**src/rtl/neuron_seq.sv**
```systemverilog
// neuron_seq: layer sequencer that streams 64-bit x/w chunks and a bias from
// synchronous memories into an external processing unit, one ReLU'd result per neuron.
module neuron_seq #(
  parameter int unsigned NCHUNK = 4,
  parameter int unsigned NNEUR  = 4,
  parameter int unsigned AW     = 8
) (
  input  logic          clk,
  input  logic          rst_n,
  input  logic          start,
  output logic          busy,
  output logic          done,
  output logic [AW-1:0] x_addr,
  output logic [AW-1:0] w_addr,
  output logic [AW-1:0] b_addr,
  input  logic [63:0]   x_data,
  input  logic [63:0]   w_data,
  input  logic [7:0]    b_data,
  output logic [63:0]   pu_x,
  output logic [63:0]   pu_w,
  output logic [7:0]    pu_bias,
  output logic          pu_isfirst,
  input  logic [7:0]    pu_out,
  output logic          res_valid,
  input  logic          res_ready,
  output logic [7:0]    res_data,
  output logic [3:0]    res_idx
);
  typedef enum logic [1:0] {IDLE, FILL, RUN, HOLD} state_e;

  localparam logic [4:0]    LAST_CHUNK   = 5'(NCHUNK);
  localparam logic [3:0]    LAST_NEUR    = 4'(NNEUR - 1);
  localparam logic [AW-1:0] CHUNK_STRIDE = AW'(NCHUNK);

  state_e        state_q, state_d;
  logic [4:0]    chunk_q, chunk_d;
  logic [3:0]    neur_q, neur_d;
  logic          isfirst_q, isfirst_d;
  logic [7:0]    res_data_q, res_data_d;
  logic [3:0]    res_idx_q, res_idx_d;
  logic [AW-1:0] x_addr_q, w_addr_q, b_addr_q;
  logic [AW-1:0] x_addr_d, w_addr_d, b_addr_d;
  logic          last_neur;
  logic          in_run;

  assign last_neur = (neur_q == LAST_NEUR);
  assign in_run    = (state_q == RUN);

  // chunk_q is the chunk address being issued; RUN consumes the chunk issued
  // one cycle earlier, so the last RUN cycle is the one with chunk_q == NCHUNK.
  always_comb begin
    state_d    = state_q;
    chunk_d    = chunk_q;
    neur_d     = neur_q;
    isfirst_d  = 1'b0;
    res_data_d = res_data_q;
    res_idx_d  = res_idx_q;
    case (state_q)
      IDLE: begin
        if (start) begin
          state_d = FILL;
          chunk_d = '0;
          neur_d  = '0;
        end
      end
      FILL: begin
        state_d   = RUN;
        chunk_d   = 5'd1;
        isfirst_d = 1'b1;
      end
      RUN: begin
        if (chunk_q == LAST_CHUNK) begin
          state_d    = HOLD;
          res_data_d = pu_out[7] ? '0 : pu_out;
          res_idx_d  = neur_q;
        end else begin
          chunk_d = chunk_q + 5'd1;
        end
      end
      HOLD: begin
        if (res_ready) begin
          chunk_d = '0;
          if (last_neur) begin
            state_d = IDLE;
            neur_d  = '0;
          end else begin
            state_d = FILL;
            neur_d  = neur_q + 4'd1;
          end
        end
      end
      default: state_d = IDLE;
    endcase
  end

  always_comb begin
    x_addr_d = AW'(chunk_d);
    w_addr_d = AW'(neur_d) * CHUNK_STRIDE + AW'(chunk_d);
    b_addr_d = AW'(neur_d);
  end

  always_ff @(posedge clk or negedge rst_n) begin
    if (!rst_n) begin
      state_q    <= IDLE;
      chunk_q    <= '0;
      neur_q     <= '0;
      isfirst_q  <= 1'b0;
      res_data_q <= '0;
      res_idx_q  <= '0;
      x_addr_q   <= '0;
      w_addr_q   <= '0;
      b_addr_q   <= '0;
    end else begin
      state_q    <= state_d;
      chunk_q    <= chunk_d;
      neur_q     <= neur_d;
      isfirst_q  <= isfirst_d;
      res_data_q <= res_data_d;
      res_idx_q  <= res_idx_d;
      x_addr_q   <= x_addr_d;
      w_addr_q   <= w_addr_d;
      b_addr_q   <= b_addr_d;
    end
  end

  assign busy       = (state_q != IDLE);
  assign res_valid  = (state_q == HOLD);
  assign done       = (state_q == HOLD) && res_ready && last_neur;
  assign pu_isfirst = isfirst_q;
  assign res_data   = res_data_q;
  assign res_idx    = res_idx_q;
  assign x_addr     = x_addr_q;
  assign w_addr     = w_addr_q;
  assign b_addr     = b_addr_q;
  assign pu_x       = in_run ? x_data : '0;
  assign pu_w       = in_run ? w_data : '0;
  assign pu_bias    = in_run ? b_data : '0;

endmodule

```
**config.mk**
```make
export PLATFORM = sky130hd
export DESIGN_NAME = neuron_seq
export DESIGN_NICKNAME = d
export VERILOG_FILES = /design/src/rtl/neuron_seq.sv
export SDC_FILE = /design/constraint.sdc
export NUM_CORES = 1
export LEC_CHECK = 0
export ABC_CLOCK_PERIOD_IN_PS = 4000
export BUFFER_PORTS_ARGS = -buffer_cell sky130_fd_sc_hd__buf_2
export CAP_MARGIN = 0
export CORE_AREA = 2 2 125 127
export DETAILED_ROUTE_END_ITERATION = 12
export DIE_AREA = 0 0 127 129
export GPL_TIMING_DRIVEN = 0
export PLACE_DENSITY_LB_ADDON = 0.2
export SYNTH_ARGS = -nofsm -noshare
export SYNTH_HDL_FRONTEND = slang
export SYNTH_SLANG_ARGS = --single-unit
export TNS_END_PERCENT = 1
```
**constraint.sdc**
```tcl
create_clock -name clk -period 4 [get_ports clk]
set_clock_uncertainty 0.2 [all_clocks]
set_input_delay 0.8 -clock clk [delete_from_list [all_inputs] [get_ports clk]]
set_output_delay 0.8 -clock clk [all_outputs]
set_load 0.05 [all_outputs]
```
==> metrics.md <==
| Metric | Value |
|---|---|
| DRT Pass-1 Iters | 6 |
| CTS clk-pin slew, worst paths | 0.07 ns |
| WL/cell | 15.7 um |
| IO Port Bufs | 314 |
| Average vias per placed instance | 4.00 |
| Layout Nets | 805 |
| First-pass GRT wire length | between 15000 and 20000 um |
| DP HPWL | 11400 um |
| Synth top area share | 33.6% |
| DR vias | roughly 3300 |
| Core area | between 10000 and 15000 sq um |
| Synthesized area | 2550 sq um |
| Overall power | 3.31 mW |
| Post-synth ARST share | 100% |
| Hold buffers post-CTS | 0 |
| CP Capture Type | primary output |
| Syn_area_per_cell | 8.00 sq um |
| Number of synthesized register bits | 28 |
| Initial antenna violation count | 0 |
| Sequential cell fraction of total power | 11.7% |
| Post-DP Area | about 4400 sq um |
| # Max-Cap Violations | 0 |
| Layout area overhead | 76.1% |
| GRT Resource Usage Total | 14.6% |
| Count of final max-slew check failures | 0 |
| Layout Cells excl Fill | 833 |
| Pin count of the biggest net entering global routing | 29 |
| Yosys cell types | 48 |
| GP Congestion | 0.829 |
| Sw Ratio | about 65% |
| CTS max path bufs | 2 |
| Final setup TNS | 0 ns |
| Switching pwr | 2.15 mW |
| Worst Path Required | approximately 3 ns |
| Int Pwr | approximately 1.2 mW |
| Ys flop type | dfrtp_1 |
| Setup WS pre-CTS | approximately 0.65 ns |
| CP Class | register to primary output |
| Status | complete, no violations |
| H-tree depth | 1 |
| Final setup violation count | 0 |
| Sequential area share after synthesis | 27.5% |
| EDFF count, synth | 0 |
| Fin. Hold Viols | 0 |
| CP Launch Type | register |
| Layout filler cell count | 1680 |
| Post-route ant nets | 0 |
| Clock power frac | 9.0% |
| Post-cts resize count | 0 |
| GRT overflow | 0 |
| Final min period | 3.51 ns |
| Slew HR | between 50% and 60% |
| Cell Pwr Density | 737 nW/um^2 |
| Leakage Power | 2.79 nW |
| Clock Latency Late Sink | 0.27 ns |
| Worst-margin pin slew | roughly 0.68 ns |
| Critical Path AT | around 2.5 ns |
| # IOs | 324 |
| Setup Buffers After CTS | 0 |
| CTS tree | yes |
| Row cnt | 45 |
| Initial Utilization | 17.0% |
| Antenna cells | 0 |
| CTS root buffer | clkbuf_16 |
| Vias in the first global route | ~3300 |
| Sink Count | 28 |
| Yosys warns | 0 |
| Die area | 16400 sq um |
| Part of the cycle the worst path needs | 87.9% |
| Final WS setup | 0.486 ns |
| Die Ht | 129 um |
| Max frequency | about 0.28 GHz |
| Share of cells above drive strength 1 | approximately 53% |
| Crit-path max FO | 10 |
| Design Area, Final | 4490 sq um |
| Peak supply drop | roughly 0.35 mV |
| Final Util | 30.0% |
| WL final | 13100 um |
| Post-synth top area cell | and2_1 |
| Initial drt markers | 124 |
| Dpl cells | 829 |
| Type of the most critical hold path | register to register |
| DRC errors left | 0 |
| Logic gate share of total power | between 70% and 80% |
| Area contributors post-synth | and2_1 34%, dfrtp_1 27%, ha_1 4.9% |
| Hold slack | 0.275 ns |
| Cts bufs inserted | 3 |
| Mapped Cells | 319 |
| Die width | 127 um |
| RSZ-0062 raised after global routing | no |
==> cells in the final DEF (no fill, tap or decap), types with 9 or more instances in the layout <==
cell type,count
dfrtp_1,28
clkbuf_1,17
buf_2,314
nand2b_1,9
and2_1,137
conb_1,9
nand2_1,20
o21ai_0,17
ha_1,10
buf_4,11
==> path summary, 6_finish.rpt <==
check,startpoint,end,slack [ns],cells after the start
setup / recovery,state_q[0],pu_w[5],0.49,7
hold / removal,res_data[5],res_data[5],0.28,2
setup reg to reg,state_q[0],w_addr[5],0.64,11
hold reg to reg,res_data[5],res_data[5],0.28,2
max in group asynchronous,rst_n,b_addr[0],2.80,1
min in group asynchronous,rst_n,pu_isfirst,0.37,1
==> synth_stat cells, types with 2 or more instances <==
cell type / instances
and2_1: 137
dfrtp_1: 28
nand2_1: 20
clkbuf_1: 17
o21ai_0: 17
buf_4: 11
ha_1: 10
nand2b_1: 9
inv_1: 8
a21oi_1: 5
nor2_1: 4
mux2_2: 3
mux2i_1: 3
nand4_1: 3
nor2b_1: 3
a21o_1: 2
a22o_1: 2
a22oi_1: 2
a31oi_1: 2
and2b_1: 2
inv_2: 2
nand3_1: 2
nor3_1: 2
==> per-layer routing <==
layer	wire (um)	part of all wire (%)	up-vias	GRT usage, %
li1	-	-	1657	-
met1	4980	38	1523	16.9
met2	6300	48	144	24.4
met3	1770	13	6	8.52
met4	55	0.42	0	1.75
met5	0	0	-	0
==> power groups by stage <==
stage / clock (mW) / combinational, mW / sequential, mW
after global placement: 0 / 2.63 / 0.392
final: 0.300 / 2.62 / 0.389
after global routing: 0.315 / 2.79 / 0.400
after CTS: 0.305 / 2.65 / 0.390
after detailed placement: 0 / 2.63 / 0.395
after floorplan: 0 / 1.85 / 0.538
==> worst max-delay path: stages, from the launching register on <==
cell      delay [ns]
dfrtp_1         0.44
inv_1           0.10
ha_1            0.14
clkbuf_1        0.28
clkbuf_1        0.49
clkbuf_1        0.31
and2_1          0.18
buf_2           0.30
==> cell type report <==
cell class	instances	area [sq um]	share of cell area [%]
multi-input combinational	260	1690	37.5
sequential	28	701	15.6
inverter	10	37.5	0.835
clock buffer	3	75.1	1.67
timing repair buffer	314	1570	35.0
clock inverter	1	30.0	0.668
buffer	29	158	3.51
tap	188	235	5.24
==> flip-flops by register name, indices dropped and copies added (netlist names) <==
signal	flops
x_addr	3
b_addr	4
state_q	2
pu_isfirst	1
res_idx	4
w_addr	7
res_data	7
==> kinds of logic (layout without fill, tap and decap cells) <==
family	after synthesis	count (layout)	synth area share (%)
AND/OR/NAND/NOR	192	192	45.7
AO/OA/AOI/OAI	39	39	9.56
buffers and inverters	39	357	7.65
flip-flops	28	28	27.5
adder cells (fa/ha/maj)	11	11	5.69
multiplexers	7	7	3.09
XOR/XNOR	2	2	0.687
other	1	9	0.147
Power figures use the tool's default switching activity.
